**config.mk**
```make
export PLATFORM = sky130hd
export DESIGN_NAME = rbsp_bit_buffer
export DESIGN_NICKNAME = d
export VERILOG_FILES = /design/src/rtl/rbsp_bit_buffer_pkg.sv /design/src/rtl/rbsp_shift_insert.sv /design/src/rtl/rbsp_bit_buffer.sv
export SDC_FILE = /design/constraint.sdc
export NUM_CORES = 1
export LEC_CHECK = 0
export CAP_MARGIN = 20
export CORE_UTILIZATION = 62
export CTS_CLUSTER_SIZE = 30
export DETAILED_ROUTE_END_ITERATION = 6
export PLACE_DENSITY = 0.85
export SLEW_MARGIN = 40
export SYNTH_ARGS = -nofsm -noshare
export SYNTH_HDL_FRONTEND = slang
export SYNTH_SLANG_ARGS = --single-unit
```
**constraint.sdc**
```tcl
create_clock -name clk -period 11.7 [get_ports clk]
set_input_delay 2.34 -clock clk [delete_from_list [all_inputs] [get_ports clk]]
set_output_delay 2.34 -clock clk [all_outputs]
set_load 0.01 [all_outputs]
```
**src/rtl/rbsp_bit_buffer_pkg.sv**
```systemverilog
// Shared constants for the RBSP bit buffer and its shift/insert datapath.
// Latency: n/a (constants only).
// Backpressure: n/a.
//
// Purpose : widths shared by rbsp_bit_buffer and rbsp_shift_insert.
// Contents: WORD_BITS (input word), BUF_BITS (bit buffer depth),
//           WIN_BITS (look-ahead window), MAX_FWD (largest legal advance),
//           CNT_BITS (fill-level counter width, holds 0..BUF_BITS).
package rbsp_bit_buffer_pkg;

  localparam int WORD_BITS = 32;
  localparam int BUF_BITS  = 64;
  localparam int WIN_BITS  = 16;
  localparam int MAX_FWD   = 16;
  localparam int CNT_BITS  = 7;

endpackage

```
**src/rtl/rbsp_shift_insert.sv**
```systemverilog
// Barrel-shifts the bit buffer by the consumed length and inserts a new word.
// Latency: purely combinational.
// Backpressure: none; the caller guarantees room before asserting accept.
//
// Ports:
//   bit_buf    in  64  current buffer, bit 63 is the next unconsumed bit
//   count      in  7   current fill level
//   consume    in  5   bits removed this cycle (already qualified)
//   in_data    in  32  word to append, bit 31 earliest
//   accept     in  1   append in_data this cycle
//   buf_next   out 64  next buffer contents
//   count_next out 7   next fill level
module rbsp_shift_insert
  import rbsp_bit_buffer_pkg::*;
(
  input  logic [BUF_BITS-1:0]  bit_buf,
  input  logic [CNT_BITS-1:0]  count,
  input  logic [4:0]           consume,
  input  logic [WORD_BITS-1:0] in_data,
  input  logic                 accept,
  output logic [BUF_BITS-1:0]  buf_next,
  output logic [CNT_BITS-1:0]  count_next
);

  logic [CNT_BITS-1:0] post_count;
  logic [BUF_BITS-1:0] word_aligned;

  // Insertion point is the fill level after the consume, so a word that
  // arrives in the same cycle as an advance lands directly after the last
  // surviving bit. Accept is only possible with count <= 32, hence
  // post_count <= 32 and the whole word fits.
  assign post_count   = count - {2'b00, consume};
  assign word_aligned = {in_data, {(BUF_BITS-WORD_BITS){1'b0}}} >> post_count;

  // Left shift brings zeros in at the bottom, keeping bits beyond count clear.
  assign buf_next   = (bit_buf << consume) | (accept ? word_aligned : '0);
  assign count_next = post_count + (accept ? CNT_BITS'(WORD_BITS) : '0);

endmodule

```
**src/rtl/rbsp_bit_buffer.sv**
```systemverilog
// 64-bit MSB-first RBSP bit buffer feeding a 16-bit look-ahead window.
// Latency: accepted word and forward_len both take effect after the same edge.
// Backpressure: in_ready drops when more than 32 bits are held, during flush
//               and while ena=0; it is a function of registered count only.
//
// Ports:
//   clk, rst_n   clock; synchronous active-low reset
//   ena          enable; 0 holds all state
//   flush        synchronous clear (priority over consume/accept)
//   in_data/in_valid/in_ready  32-bit word handshake, bit 31 earliest
//   forward_len  bits consumed this cycle (0..16)
//   rbsp         window, rbsp[0] is the next unconsumed bit
//   rbsp_valid   at least 16 bits held
//   bit_pos      bits consumed since reset/flush (wraps)
//   err          sticky protocol error
module rbsp_bit_buffer
  import rbsp_bit_buffer_pkg::*;
(
  input  logic        clk,
  input  logic        rst_n,
  input  logic        ena,
  input  logic        flush,
  input  logic [31:0] in_data,
  input  logic        in_valid,
  output logic        in_ready,
  input  logic [4:0]  forward_len,
  output logic [0:15] rbsp,
  output logic        rbsp_valid,
  output logic [31:0] bit_pos,
  output logic        err
);

  logic [BUF_BITS-1:0] bit_buf;
  logic [CNT_BITS-1:0] count;
  logic [BUF_BITS-1:0] buf_next;
  logic [CNT_BITS-1:0] count_next;
  logic                fwd_too_long;
  logic                fwd_starved;
  logic                proto_err;
  logic [4:0]          consume;
  logic                accept;

  assign rbsp       = bit_buf[BUF_BITS-1 -: WIN_BITS];
  assign rbsp_valid = (count >= CNT_BITS'(WIN_BITS));
  assign in_ready   = ena & ~flush & (count <= CNT_BITS'(WORD_BITS));

  // An illegal advance is ignored entirely rather than partially applied,
  // so the window never moves past data that is not there.
  assign fwd_too_long = (forward_len > 5'(MAX_FWD));
  assign fwd_starved  = (forward_len != 5'd0) & ~rbsp_valid;
  assign proto_err    = fwd_too_long | fwd_starved;
  assign consume      = proto_err ? 5'd0 : forward_len;
  assign accept       = in_valid & in_ready;

  rbsp_shift_insert u_shift_insert (
    .bit_buf    (bit_buf),
    .count      (count),
    .consume    (consume),
    .in_data    (in_data),
    .accept     (accept),
    .buf_next   (buf_next),
    .count_next (count_next)
  );

  always_ff @(posedge clk) begin
    if (!rst_n) begin
      bit_buf <= '0;
      count   <= '0;
      bit_pos <= '0;
      err     <= 1'b0;
    end else if (ena) begin
      if (flush) begin
        bit_buf <= '0;
        count   <= '0;
        bit_pos <= '0;
        err     <= 1'b0;
      end else begin
        bit_buf <= buf_next;
        count   <= count_next;
        bit_pos <= bit_pos + 32'(consume);
        if (proto_err) err <= 1'b1;
      end
    end
  end

endmodule

```
==> metrics <==
status=finished clean; CP top delay family=buffers and inverters; placer congestion estimate=approximately 1.1; WP data required=11,910 ps; post-synthesis cell area=around 11,000 um2; area share of the largest cell type after synthesis=0.189; Slew HR=0.398; NumNets Final=1,483; Skew-Pair Late Insertion Delay=about 360 ps; Critical Path AT=between 8000 and 9000 ps; Top-Level Pins=between 90 and 100; Area Growth Syn to Fin=9.94%; Vias/cell=7.65; Reg area=between 2000 and 2500 um2; largest net degree at the start of global routing=65; vias in the first global route=11,323; Buf+Inv Stages, Crit Path=3; Core Area=17,300 um2; setup repair bufs after CTS=0; root buf cell=clkbuf_16; FP Rows=between 40 and 50; ys async rst share=0; syn_nets=1,496; most frequent CP cell=mux2i_1; leading post-synthesis cells by cell area=dfxtp_1 (19%), mux2i_1 (15%), o21ai_0 (5.1%); min cycle time layout=between 8000 and 9000 ps; Slowest-stage cell, CP=clkinv_1; die height=135 um; final setup fails=0; Critical Path Sink Type=register; Max VDD drop=between 100 and 150 uV; share of layout cells above drive strength 1=0.0963; TNS Setup=0 ps; CP Max Fanout=37; Worst-path clk slew=about 80 ps; CTS tree=done; H-Tree Depth=3; area occupied by multi-input gates=between 8000 and 9000 um2; post-route ant nets=0; fill count=about 1,400; final hold vios=0; Yosys Warn Count=0; port bufs=92; cts bufs inserted=9; FMAX=118 MHz; # resized after CTS=0; #FFs+latches synth=around 100; Max-Cap Viols=0; clock skew=between 10 and 15 ps; Pwr Density=roughly 150 nW/um2; Synth Instances=roughly 1,400; Starting DRT DRC Count=around 2,300; CP peak stage delay=950 ps; worst path cell trace=clkdlybuf4s50_1 -> nor2b_1 -> nand2_2 -> clkinv_1 -> ha_4 -> fa_4 -> xor2_4 -> buf_4 -> mux2i_1 -> o21ai_1 -> mux2i_1 -> a221oi_1 -> a21oi_1; GRT Resource Usage Total=0.493; count leader, synth=mux2i_1; sequential fraction of the synthesis area=0.189; Hold Buf Count CTS=0; final max-slew violation count=0; top post-synthesis cells by count=mux2i_1 (168), nand2_1 (113), o21ai_0 (112); Post-synth EDFFs=0; unique cell type count in the Yosys netlist=86; initial antenna violation count=0; Hold Crit Class=register to register; starting density of the core=0.637; RSZ-0062 raised after global routing=false; # DRC=0; drt wl/cell=~28 um; Die Footprint=18,300 um2; iteration count of the initial detailed-routing pass=6; first-pass GRT wire length=68,700 um; design area=around 12,000 um2; fin crit share=0.724; Horiz. Die Dim=roughly 140 um; hpwl dp=32,800 um; grt total ovfl=0; Worst Tran Pin Value=between 800 and 900 ps; crit start category=input pin; ANT cells=0; Syn Area/Cell=7.64 um2; dpl cell area=between 10,000 and 15,000 um2; DR vias=between 10,000 and 15,000; clk buf depth=2; CTS Sinks=around 100; kind of critical path=input pin to register; main flop type after synthesis=dfxtp_1; final wirelength=around 46,000 um; Pleak=between 0.004 and 0.005 uW; area leader, netlist=dfxtp_1
[area by class of cell]
cell class / instances / share of cell area
Multi-Input combinational cell: 1163 / 0.678
Clock buffer: 10 / 0.0189
Sequential cell: 104 / 0.172
Timing Repair Buffer: 120 / 0.0932
Tap cell: 225 / 0.0233
Inverter: 30 / 0.00930
Clock inverter: 6 / 0.00506
[report_power, final]
| part | switching [uW] | internal [uW] |
|---|---|---|
| registers | 44.7 | 373 |
| clock network | 155 | 150 |
| logic | 710 | 382 |
[registers in the layout, indices dropped and copies added, names as in the netlist]
name	cells
bit_pos	32
bit_buf	64
err	1
count	7
[metal layers]
metal,part of all wire,track usage,up-vias
met5,0,0,-
met4,0.062,0.265,0
met3,0.15,0.158,247
met2,0.41,0.719,1130
met1,0.38,0.641,5810
li1,-,-,5489
[through the flow]
stage | std cells | hold WS, ps | worst slack [ps] | util | power, uW
after floorplan | 1441 | 481 | 5710 | - | 1140
after global placement | 1641 | 456 | 3340 | 0.679 | 1430
after detailed placement | 1641 | 458 | 3120 | 0.681 | 1450
after CTS | 1657 | 472 | 3500 | 0.697 | 1740
after global routing | 1658 | 495 | 3190 | 0.700 | 1860
final | 1658 | 469 | 3220 | 0.700 | 1810
[cell usage in the layout, fill, tap and decap left out, types with 24 or more instances in the layout]
cell / count
a211oi_1: 25
a21oi_1: 84
a22oi_1: 28
a2bb2oi_1: 24
a31oi_1: 24
buf_4: 27
clkdlybuf4s50_1: 90
dfxtp_1: 104
mux2_2: 43
mux2i_1: 168
nand2_1: 113
nand3_1: 63
nor2_1: 88
nor3_1: 35
o21ai_0: 112
o22ai_1: 41
[cell families after synthesis]
family,count (synthesis),synth area share
compound gates,506,0.316
xor+xnor,19,0.0168
fa+ha+maj,14,0.0170
buf+inv,174,0.0743
flops,104,0.189
mux,214,0.203
simple gates,410,0.184
[final timing paths]
| kind | endpoint | cells after the start | start | slack (ps) |
|---|---|---|---|---|
| setup / recovery | bit_buf[51] | 13 | forward_len[4] | 3220 |
| hold / removal | err | 1 | err | 470 |
| setup reg to reg | bit_buf[51] | 14 | count[5] | 4880 |
| hold reg to reg | err | 1 | err | 470 |
Power figures use the tool's default switching activity.
